--- config.mk ---
export PLATFORM = sky130hd
export DESIGN_NAME = am_error_stats
export DESIGN_NICKNAME = d
export VERILOG_FILES = /design/src/rtl/am_error_stats.sv
export SDC_FILE = /design/constraint.sdc
export NUM_CORES = 1
export LEC_CHECK = 0
export CORE_ASPECT_RATIO = 0.7
export CORE_MARGIN = 2
export CORE_UTILIZATION = 25
export DETAILED_ROUTE_END_ITERATION = 12
export GPL_ROUTABILITY_DRIVEN = 0
export SLEW_MARGIN = 20
export SYNTH_ARGS = -nofsm -noshare
export SYNTH_HDL_FRONTEND = slang
export SYNTH_SLANG_ARGS = --single-unit
--- constraint.sdc ---
create_clock -name clk -period 16.5 [get_ports clk]
set_input_delay 1.65 -clock clk [delete_from_list [all_inputs] [get_ports clk]]
set_output_delay 1.65 -clock clk [all_outputs]
set_load 0.01 [all_outputs]
--- src/rtl/am_error_stats.sv ---
// ---------------------------------------------------------------------------
// am_error_stats
//
// Streaming error-statistics collector for unsigned WIDTH x WIDTH approximate
// multipliers. Each accepted sample (x, y, z) is compared against the exact
// product x*y. Over a window of 2^WIN_LOG2 samples the block accumulates the
// sum of |z - x*y|, the largest |z - x*y| and the count of inexact samples.
// One record per window is then offered on a valid/ready handshake.
//
// Optional feature (macro AM_ERR_BIAS_EN):
//   defined   - a signed accumulator of (z - x*y) is kept and reported on
//               err_bias with the same timing as err_sum.
//   undefined - no bias accumulator; err_bias is tied to 0.
//
// Ports:
//   clk       - clock, all state updates on the rising edge
//   rst       - asynchronous active-high reset
//   in_valid  - sample present on x/y/z
//   in_ready  - block accepts a sample this cycle (only in ACCUM)
//   x, y      - operands as fed to the multiplier under test
//   z         - approximate product returned by the multiplier
//   clear     - synchronous abort of the window in progress (ignored in REPORT)
//   out_valid - result record valid
//   out_ready - consumer accepts the record
//   err_sum   - sum of |z - x*y| over the window
//   err_max   - largest |z - x*y| in the window
//   err_cnt   - number of samples with z != x*y
//   err_bias  - signed sum of (z - x*y), two's complement
// ---------------------------------------------------------------------------
module am_error_stats #(
  parameter int WIDTH    = 8,
  parameter int WIN_LOG2 = 8
) (
  input  logic                        clk,
  input  logic                        rst,
  input  logic                        in_valid,
  output logic                        in_ready,
  input  logic [WIDTH-1:0]            x,
  input  logic [WIDTH-1:0]            y,
  input  logic [2*WIDTH-1:0]          z,
  input  logic                        clear,
  output logic                        out_valid,
  input  logic                        out_ready,
  output logic [2*WIDTH+WIN_LOG2-1:0] err_sum,
  output logic [2*WIDTH-1:0]          err_max,
  output logic [WIN_LOG2:0]           err_cnt,
  output logic [2*WIDTH+WIN_LOG2:0]   err_bias
);

  localparam int PW = 2 * WIDTH;        // product / magnitude width
  localparam int SW = PW + WIN_LOG2;    // unsigned sum width
  localparam int NW = WIN_LOG2 + 1;     // sample counter width

  // acc_n value just before the window-closing accept
  localparam logic [NW-1:0] WIN_LAST = {1'b0, {WIN_LOG2{1'b1}}};

  typedef enum logic [1:0] {
    S_ACCUM  = 2'd0,
    S_DRAIN  = 2'd1,
    S_REPORT = 2'd2
  } state_t;

  state_t          r_state;
  logic            r_in_ready;
  logic            r_out_valid;

  // pipeline stage 1: exact product and approximate product
  logic            r_s1_valid;
  logic [PW-1:0]   r_s1_prod;
  logic [PW-1:0]   r_s1_z;

  // pipeline stage 2: signed difference and its magnitude
  logic            r_s2_valid;
  logic [PW:0]     r_s2_diff;
  logic [PW-1:0]   r_s2_abs;

  // window accumulators
  logic [SW-1:0]   r_acc_sum;
  logic [PW-1:0]   r_acc_max;
  logic [NW-1:0]   r_acc_cnt;
  logic [NW-1:0]   r_acc_n;

  // reported record
  logic [SW-1:0]   r_err_sum;
  logic [PW-1:0]   r_err_max;
  logic [NW-1:0]   r_err_cnt;

  logic            w_accept;
  logic            w_flush;
  logic            w_load;
  logic [PW-1:0]   w_prod;
  logic [PW:0]     w_s1_diff;
  logic [PW-1:0]   w_s1_abs;

  // in_ready is only ever high in ACCUM, so an accept implies ACCUM
  assign w_accept = in_valid & r_in_ready;

  // clear aborts ACCUM/DRAIN; a consumed record also empties the window state
  assign w_flush  = (clear & (r_state != S_REPORT)) |
                    ((r_state == S_REPORT) & out_ready);

  // last sample has left the pipeline and is already in the accumulators
  assign w_load   = (r_state == S_DRAIN) & ~clear & ~r_s1_valid & ~r_s2_valid;

  assign w_prod    = PW'(x) * PW'(y);
  assign w_s1_diff = {1'b0, r_s1_z} - {1'b0, r_s1_prod};
  // magnitude computed from the side that cannot underflow
  assign w_s1_abs  = w_s1_diff[PW] ? (r_s1_prod - r_s1_z) : (r_s1_z - r_s1_prod);

  // datapath: pipeline, accumulators and sample counter
  always_ff @(posedge clk or posedge rst) begin
    if (rst) begin
      r_s1_valid <= 1'b0;
      r_s1_prod  <= '0;
      r_s1_z     <= '0;
      r_s2_valid <= 1'b0;
      r_s2_diff  <= '0;
      r_s2_abs   <= '0;
      r_acc_sum  <= '0;
      r_acc_max  <= '0;
      r_acc_cnt  <= '0;
      r_acc_n    <= '0;
    end else if (w_flush) begin
      // an accept coinciding with clear is dropped here as well
      r_s1_valid <= 1'b0;
      r_s1_prod  <= '0;
      r_s1_z     <= '0;
      r_s2_valid <= 1'b0;
      r_s2_diff  <= '0;
      r_s2_abs   <= '0;
      r_acc_sum  <= '0;
      r_acc_max  <= '0;
      r_acc_cnt  <= '0;
      r_acc_n    <= '0;
    end else begin
      r_s1_valid <= w_accept;
      if (w_accept) begin
        r_s1_prod <= w_prod;
        r_s1_z    <= z;
        r_acc_n   <= r_acc_n + NW'(1);
      end

      r_s2_valid <= r_s1_valid;
      if (r_s1_valid) begin
        r_s2_diff <= w_s1_diff;
        r_s2_abs  <= w_s1_abs;
      end

      if (r_s2_valid) begin
        r_acc_sum <= r_acc_sum + SW'(r_s2_abs);
        if (r_s2_abs > r_acc_max) begin
          r_acc_max <= r_s2_abs;
        end
        r_acc_cnt <= r_acc_cnt + NW'(r_s2_diff != '0);
      end
    end
  end

  // control FSM with registered handshake outputs and result record
  always_ff @(posedge clk or posedge rst) begin
    if (rst) begin
      r_state     <= S_ACCUM;
      r_in_ready  <= 1'b0;
      r_out_valid <= 1'b0;
      r_err_sum   <= '0;
      r_err_max   <= '0;
      r_err_cnt   <= '0;
    end else begin
      case (r_state)
        S_ACCUM: begin
          r_in_ready <= 1'b1;
          if (!clear && w_accept && (r_acc_n == WIN_LAST)) begin
            r_state    <= S_DRAIN;
            r_in_ready <= 1'b0;
          end
        end
        S_DRAIN: begin
          if (clear) begin
            r_state    <= S_ACCUM;
            r_in_ready <= 1'b1;
          end else if (w_load) begin
            r_err_sum   <= r_acc_sum;
            r_err_max   <= r_acc_max;
            r_err_cnt   <= r_acc_cnt;
            r_out_valid <= 1'b1;
            r_state     <= S_REPORT;
          end
        end
        S_REPORT: begin
          if (out_ready) begin
            r_out_valid <= 1'b0;
            r_state     <= S_ACCUM;
            r_in_ready  <= 1'b1;
          end
        end
        default: begin
          r_state     <= S_ACCUM;
          r_in_ready  <= 1'b0;
          r_out_valid <= 1'b0;
        end
      endcase
    end
  end

`ifdef AM_ERR_BIAS_EN
  logic [SW:0] r_acc_bias;
  logic [SW:0] r_err_bias;

  always_ff @(posedge clk or posedge rst) begin
    if (rst) begin
      r_acc_bias <= '0;
      r_err_bias <= '0;
    end else begin
      if (w_flush) begin
        r_acc_bias <= '0;
      end else if (r_s2_valid) begin
        // sign-extend the (PW+1)-bit difference to the accumulator width
        r_acc_bias <= r_acc_bias + {{WIN_LOG2{r_s2_diff[PW]}}, r_s2_diff};
      end
      if (w_load) begin
        r_err_bias <= r_acc_bias;
      end
    end
  end

  assign err_bias = r_err_bias;
`else
  assign err_bias = '0;
`endif

  assign in_ready  = r_in_ready;
  assign out_valid = r_out_valid;
  assign err_sum   = r_err_sum;
  assign err_max   = r_err_max;
  assign err_cnt   = r_err_cnt;

endmodule

==> impl_metrics.ini, run 1 <==
[outcome]
status = finished clean

[pwr]
p_total_mw = 1.59
power_density_nw_per_um2 = 109
vdd_drop_max_uv = 76.8
leakage_nw = 6.64

[worst_setup_path]
arrival_ps = 6050
worstSetupPathType = in2reg
rrSetupSlack_ps = 13490
cp-end-kind = flip-flop
worst-path-max-fanout = 8
crit-reg2reg-capture = r_acc_sum[18]
startpoint = y[3]
timing.rr.start = r_s2_diff[0]
required_ps = 16820
reg2reg_depth = 9
start_kind = primary input

[finish]
finalInstanceArea_um2 = 14600
post-route-util = 0.294
area_growth_syn_to_layout_pct = 16.2
instances_no_fill = 2049
layout.nets = 1553
drive_above_1_share = 0.0875

[floorplan]
start_util = 0.253
die_y_um = 191
ios = 113
core_um2 = 49400
die_x_um = 272
die_area_um2 = 51900
row_count = 68

[min_path]
min_from = r_s2_diff[9]
whs_endpoint = r_s2_diff[9]
worstHoldPathType = reg2reg
min_path_cells = 2

[grt]
antenna_found_initial = 4
grt_pass1_vias = 9492
grt_max_degree = 109
grt_use_total = 0.116
gr-total-overflow = 0
grt_pass1_wl_mm = 49.0

[sta]
holdWs_ps = 488
rsz0062_at_grt = no
fin_worst_skew_ps = 8.42
max_freq_mhz = 175
post-route-period-util = 0.347
max_slew_margin = 0.406
finalSetupViolCount = 0
finalHoldViolCount = 0
min_period_ps = 5730
tightest_slew_ps = 891
tns_ps = 0
slew_viol_final = 0
layout_setup_ws_ps = 10770

[yosys]
ys_warn_count = 0
syn_area_per_cell_um2 = 9.56
async_flop_share = 1.00
ys_seq_area_frac = 0.354
syn_area_um2 = 12500
syn_inst = 1310
synth_edf_count = 0
ys_ff_latch = 177
yosysUniqueCellTypes = 80
ys.flop_type = dfrtp_1

[route]
routed-via-count = 9291
wl_met2_mm = 12.9
viasPerCell = 4.53
ant_nets = 0
wl_per_cell_um = 14.0
dr.pass1.iters = 5
met3WireLength_mm = 1.31
drc = 0
initialDrtViolationCount = 630
drt-met1-wl_mm = 14.1
drt_wl_total_mm = 28.8
top_layer = met5

[clocking]
clockBufferDepth = 2
cts_buffers = 17
cts_setup_buffers = 0
cts.sink_count = 177
h-tree-depth = 4
cts_tree = yes
hold_buffers = 0
clk_pin_slew_ps = 70
cts-root-buf = clkbuf_16
cts_resized = 0
clk_latency_ps = 440

[place]
place_hpwl_mm = 21.5
port_buffers = 87
placed_area_um2 = 13900
dp.cells = 2016
dp_slack_ps = 10410

[run]
maxCapViolCount = 0
Yosys cell counts (18+ instances only):
cell / number / area share
dfrtp_1: 177 / 0.35
nand2_1: 121 / 0.036
inv_1: 114 / 0.034
ha_1: 107 / 0.11
a21oi_1: 88 / 0.035
nor2_1: 82 / 0.025
and2_1: 53 / 0.026
mux2_2: 50 / 0.045
o21ai_0: 46 / 0.018
nand3_1: 41 / 0.016
fa_1: 39 / 0.062
clkbuf_1: 36 / 0.011
xnor2_1: 30 / 0.021
buf_4: 28 / 0.017
mux2i_1: 28 / 0.022
xor2_1: 25 / 0.017
a21o_1: 24 / 0.014
o31ai_1: 18 / 0.011
cell usage in the layout, fill, tap and decap left out, drive strengths merged, types with 28 or more instances in the layout:
cell type	n
a21oi	91
ha	107
dfrtp	177
xnor2	30
fa	39
inv	116
o21ai	56
and2	53
clkdlybuf4s50	87
nor2	82
mux2	51
mux2i	28
nand2	122
nand3	42
layout make-up:
type / instances / area, um2
antenna: 1 / 2.50
clock inverter: 11 / 154
tap: 665 / 832
sequential: 177 / 4430
timing repair buffer: 96 / 938
inverter: 114 / 435
fill: 5100 / 34900
multi-input combinational: 964 / 7310
clock buffer: 21 / 460
worst max path at each step:
stage,end,slack (ps),depth (start not counted)
detailed placement,r_s1_prod[14],10410,15
CTS,r_s1_prod[14],10880,15
finish,r_s1_prod[14],10770,14
floorplan,err_cnt[0],10050,1
global placement,r_s1_prod[12],10480,16
global route,r_s1_prod[14],10560,14
registers in the layout, indices dropped and copies added (netlist names), 15 cells and up:
name	cells
r_s2_abs	15
r_s2_diff	17
r_acc_max	16
err_sum	24
err_max	16
r_s1_z	16
r_s1_prod	16
r_acc_sum	24
logic make-up (layout without fill, tap and decap cells):
kind of cell,after synthesis,in the layout,synth area share
compound gates,266,266,0.145
xor+xnor,55,55,0.0384
fa+ha+maj,146,146,0.169
buf+inv,193,242,0.0722
flops,177,177,0.354
mux,79,79,0.0685
other cells,1,26,0.000299
simple gates,393,393,0.153
critical path, stage by stage:
cell	delay, ps
clkdlybuf4s50_1	550
and2_1	250
fa_1	420
fa_1	540
inv_1	50
fa_1	460
fa_1	540
inv_1	40
ha_1	320
inv_1	60
o21ai_0	430
nand3_1	190
and3_1	190
or3_1	360
power breakdown:
group          leakage [nW]  switching [mW]  internal [mW]  total (mW)
logic                  3.92           0.378          0.280       0.658
registers              2.43          0.0345          0.467       0.502
clock network         0.294           0.180          0.248       0.428
total                  6.64           0.593          0.995        1.59
layer usage:
| layer | vias up | track usage |
|---|---|---|
| met5 | - | 0 |
| met4 | 2 | 0.0279 |
| met3 | 25 | 0.0289 |
| met2 | 144 | 0.184 |
| met1 | 4534 | 0.157 |
| li1 | 4586 | - |
(Power assumes the default switching activity.)
==> run 2, diff against run 1 <==
clock period = 5.4 ns   (was 16.5 ns; I/O delays follow)
==> run 2 against run 1 <==
  * Sequential share of layout area about the same
  * Clock skew up 4.5 ps
  * Power rose to 3.1 times the previous value
  * Critical path depth up 2
  * Wire length up 1.4%
==> impl_metrics.ini, run 2 (synthesis results as in run 1) <==
[sta]
min_period_ps = 4550
finalSetupViolCount = 0
slew_viol_final = 0
fin_worst_skew_ps = 12.9
rsz0062_at_grt = no
post-route-period-util = 0.843
holdWs_ps = 487
tns_ps = 0
max_slew_margin = 0.380
max_freq_mhz = 220
finalHoldViolCount = 0
tightest_slew_ps = 930

[min_path]
min_from = r_s2_diff[9]
whs_endpoint = r_s2_diff[9]
worstHoldPathType = reg2reg
min_path_cells = 2

[route]
ant_nets = 0
viasPerCell = 4.53
initialDrtViolationCount = 580
drt_wl_total_mm = 29.1
wl_per_cell_um = 14.2
drc = 0
dr.pass1.iters = 5
routed-via-count = 9295

[clocking]
cts_tree = yes
clk_latency_ps = 430
clockBufferDepth = 2
cts_setup_buffers = 0
clk_pin_slew_ps = 70
cts_resized = 0
cts.sink_count = 177
hold_buffers = 0
h-tree-depth = 4
cts_buffers = 17
cts-root-buf = clkbuf_16

[floorplan]
row_count = 68
die_y_um = 191
ios = 113
die_x_um = 272
start_util = 0.253
die_area_um2 = 51900
core_um2 = 49400

[worst_setup_path]
start_kind = primary input
crit-reg2reg-capture = r_acc_sum[18]
startpoint = x[0]
rrSetupSlack_ps = 2400
arrival_ps = 4910
worstSetupPathType = in2reg
required_ps = 5760
timing.rr.start = r_s2_diff[0]
worst-path-max-fanout = 8
cp-end-kind = flip-flop
reg2reg_depth = 9

[grt]
grt_pass1_wl_mm = 49.4
grt_max_degree = 98
grt_pass1_vias = 9409
antenna_found_initial = 2
grt_use_total = 0.116
gr-total-overflow = 0

[finish]
layout.nets = 1554
fillers = 5072
layout_common_cells = 177 x dfrtp_1, 121 x nand2_1, 113 x inv_1
drive_above_1_share = 0.0896
layout_commonest_cell = dfrtp_1
area_growth_syn_to_layout_pct = 16.2

[pwr]
power_density_nw_per_um2 = 333
vdd_drop_max_uv = 252
leakage_nw = 6.65

[run]
maxCapViolCount = 0

[place]
port_buffers = 87
place_hpwl_mm = 21.9

[outcome]
status = finished clean
-- run 2: where the power goes --
group	switching [mW]	total [mW]	internal, mW	leakage, nW
clock	0.552	1.30	0.753	0.295
combinational	1.16	2.02	0.855	3.93
sequential	0.106	1.53	1.43	2.43
-- run 2: critical path, cell delays in order --
cell and delay, ps:
clkdlybuf4s50_1 620, nand2_1 130, fa_1 510, fa_1 550, inv_1 50, fa_1 530
inv_1 50, fa_1 520, inv_1 40, ha_1 240, nor3_1 190, o21ai_0 210
a311oi_1 330, xnor2_1 160, nand2_1 60, a21oi_1 160
-- run 2: final cells by class --
| cell class | instances | area [um2] | share of cell area |
|---|---|---|---|
| clock buffer | 19 | 453 | 0.0311 |
| timing repair buffer | 97 | 946 | 0.0650 |
| inverter | 114 | 433 | 0.0297 |
| multi-input combinational | 964 | 7310 | 0.502 |
| clock inverter | 13 | 159 | 0.0109 |
| sequential | 177 | 4430 | 0.304 |
| tap | 665 | 832 | 0.0571 |
| antenna | 1 | 2.50 | 0.000172 |
-- run 2: worst max-delay path by stage --
stage,endpoint
CTS,r_s1_prod[13]
global placement,r_s1_prod[12]
finish,r_s1_prod[12]
global route,r_s1_prod[13]
detailed placement,r_s1_prod[12]
floorplan,err_cnt[0]
-- run 2: stage by stage --
stage | cell area [um2] | setup slack (ps) | total power [mW] | util | cells
2_1_floorplan | 12600 | 58.1 | 3.18 | - | 1334
3_3_place_gp | 13900 | 492 | 3.54 | 0.282 | 2017
3_5_place_dp | 13900 | 422 | 3.58 | 0.282 | 2017
4_1_cts | 14600 | 888 | 4.90 | 0.294 | 2049
5_1_grt | 14600 | 539 | 5.24 | 0.294 | 2049
6_report | 14600 | 848 | 4.85 | 0.295 | 2050
-- run 2: per-layer routing --
| layer | track usage | share of wire | vias to the layer above | routed length (um) |
|---|---|---|---|---|
| met5 | 0 | 0.00034 | - | 10 |
| met3 | 0.0271 | 0.046 | 16 | 1340 |
| met1 | 0.160 | 0.49 | 4567 | 14200 |
| met2 | 0.186 | 0.46 | 132 | 13300 |
| li1 | - | - | 4578 | - |
| met4 | 0.0254 | 0.0098 | 2 | 286 |
==> RTL change (settings of run 2) <==
Add a define of `AM_ERR_BIAS_EN`.
--- a/src/rtl/am_error_stats.sv
+++ b/src/rtl/am_error_stats.sv
@@ -27,6 +27,8 @@
 //   err_cnt   - number of samples with z != x*y
 //   err_bias  - signed sum of (z - x*y), two's complement
 // ---------------------------------------------------------------------------
+`define AM_ERR_BIAS_EN
+
 module am_error_stats #(
   parameter int WIDTH    = 8,
   parameter int WIN_LOG2 = 8
Check against the original RTL: no difference found for any inputs over 4 cycles, from zero or initial values and one cycle with rst high; that may be too few to reach the edited logic, so the function may still have changed.
==> RTL change against run 2 <==
  * Sequential share of layout area is 1.4 points higher
  * Highest routed layer unchanged
  * Worst setup slack worse by 0.25 ns
  * Clock power up 35%
  * Area after synthesis increased by 19%
  * Final area up 23%
  * Wire length up 27%
  * Sequential cell count increased by 50
  * Clock skew up 0.0038 ns
  * Largest power group unchanged
  * Total power grew 18%
==> RTL change: results (changes against run 2) <==
| Metric | Value |
|---|---|
| Initial drt markers | 725 (was 580) |
| Clock Latency Late Sink | 0.54 ns (was 0.43 ns) |
| Async SR Flop Fraction | 1.000 (unchanged) |
| Worst EP arrival | 5.22 ns (was 4.91 ns) |
| Leakage Power | 8.222 nW (was 6.649 nW) |
| Cts bufs inserted | 26 (was 17) |
| Synth area leaders | dfrtp_1 (38%), ha_1 (11%), mux2_2 (5.7%), fa_1 (5.4%), mux2i_1 (4.4%) (was dfrtp_1 (35%), ha_1 (11%), fa_1 (6.2%), mux2_2 (4.5%), nand2_1 (3.6%)) |
| Most frequent cells after synthesis | dfrtp_1 (227), ha_1 (131), nand2_1 (128), nor2_1 (128), inv_1 (119) (was dfrtp_1 (177), nand2_1 (121), inv_1 (114), ha_1 (107), a21oi_1 (88)) |
| Crit-path max FO | 8 (unchanged) |
| Sequential area share after synthesis | 0.3807 (was 0.3535) |
| Setup bufs post-CTS | 0 (unchanged) |
| Pre-CTS setup slack | 0.06001 ns (was 0.4219 ns) |
| Slew @ Worst Pin | 1.036 ns (was 0.9296 ns) |
| Clock skew | 0.01680 ns (was 0.01295 ns) |
| Worst hold path class | register to register (unchanged) |
| Port-buffer cells | 112 (was 87) |
| First-pass GRT wire length | 61640 um (was 49410 um) |
| Synth cell types | 71 (was 80) |
| Post_cts resized | 0 (unchanged) |
| Max Root-Sink Buffers | 3 (was 2) |
| Wirelength per Cell | 15.28 um (was 14.22 um) |
| Clock slew at reported path FFs | about 0.06 ns |
| Largest net degree at the start of global routing | 187 (was 98) |
| Status | finished clean (unchanged) |
| Diode count | 0 (was 1) |
| Vias in the first global route | 11103 (was 9409) |
| Final net count | 1823 (was 1554) |
| CTS root buf | clkbuf_16 (unchanged) |
| Vias/cell | 4.608 (was 4.534) |
| DP Wirelength | 28270 um (was 21860 um) |
| Synth Net Count | 1725 |
| Max rail drop VDD | 0.2151 mV (was 0.2518 mV) |
| Gr usage total | 0.1227 (was 0.1165) |
| Placed cell areas | 0.01697 mm2 (was 0.01395 mm2) |
| # H-tree levels | 1 (was 4) |
| Synthesis warning total | 0 (unchanged) |
| DR pass1 iterations | 5 (unchanged) |
| Initial antenna violation count | 1 (was 2) |
| Final Setup Violations | 0 (unchanged) |
| Proportion of layout cells with a drive suffix above 1 | 0.09614 (was 0.08960) |
-- RTL change: metal layers --
| metal | global-route usage | routed length [um] | part of all wire |
|---|---|---|---|
| met1 | 0.1783 | 18440 | 0.50 |
| met4 | 0.02212 | 677 | 0.018 |
| met2 | 0.1875 | 16150 | 0.43 |
| met5 | 0 | 10 | 0.00027 |
| met3 | 0.02639 | 1868 | 0.050 |
-- RTL change: metrics by stage --
step / instances / power [mW]
finish: 2431 / 5.722
global route: 2431 / 6.140
CTS: 2430 / 5.789
floorplan: 1517 / 3.475
global placement: 2384 / 3.953
detailed placement: 2384 / 3.985
-- RTL change: layout make-up --
| type | count | area [um2] |
|---|---|---|
| clock inverters | 11 | 96.34 |
| multi-input cells | 1110 | 8564 |
| well taps | 798 | 998.5 |
| inverters | 122 | 461.7 |
| flip-flops and latches | 227 | 5682 |
| repair buffers | 128 | 1286 |
| clock buffers | 35 | 765.7 |
| fillers | 6079 | 40850 |
-- RTL change: critical path: stages --
cell	delay [ns]
clkdlybuf4s50_1	0.55
and2_1	0.25
fa_1	0.44
fa_1	0.54
inv_1	0.05
fa_1	0.46
fa_1	0.54
inv_1	0.04
ha_1	0.33
a21oi_1	0.24
o21bai_1	0.10
a21oi_1	0.24
o21ai_1	0.12
a41o_1	0.27
nor4_1	0.24
nor3_1	0.10
nand3b_1	0.17
-- RTL change: cell families after synthesis --
kind of cell | count (synthesis) | synth area share
and+or+nand+nor | 421 | 0.1334
AOI/OAI and AO/OA | 295 | 0.1270
DFF | 227 | 0.3807
buffers and inverters | 180 | 0.04646
adders and majority gates | 171 | 0.1635
muxes | 140 | 0.1002
xor gates and xnor gates | 83 | 0.04872
-- RTL change: worst paths after layout --
kind                       slack (ns)          from  depth (start not counted)            end
min in group asynchronous        0.51           rst                          3   r_acc_sum[8]
setup / recovery                 0.60          x[1]                         17  r_s1_prod[15]
setup reg to reg                 1.92  r_s1_prod[0]                         12    r_s2_abs[8]
hold / removal                   0.50  err_bias[14]                          1   err_bias[14]
max in group asynchronous        4.01           rst                          4   err_bias[21]
hold reg to reg                  0.50  err_bias[14]                          1   err_bias[14]
-- RTL change: where the power goes --
part	total [mW]	switching, mW	leakage (nW)	internal [mW]
clock network	1.76	0.719	0.413	1.04
logic	2.03	1.18	4.69	0.858
registers	1.93	0.132	3.12	1.80
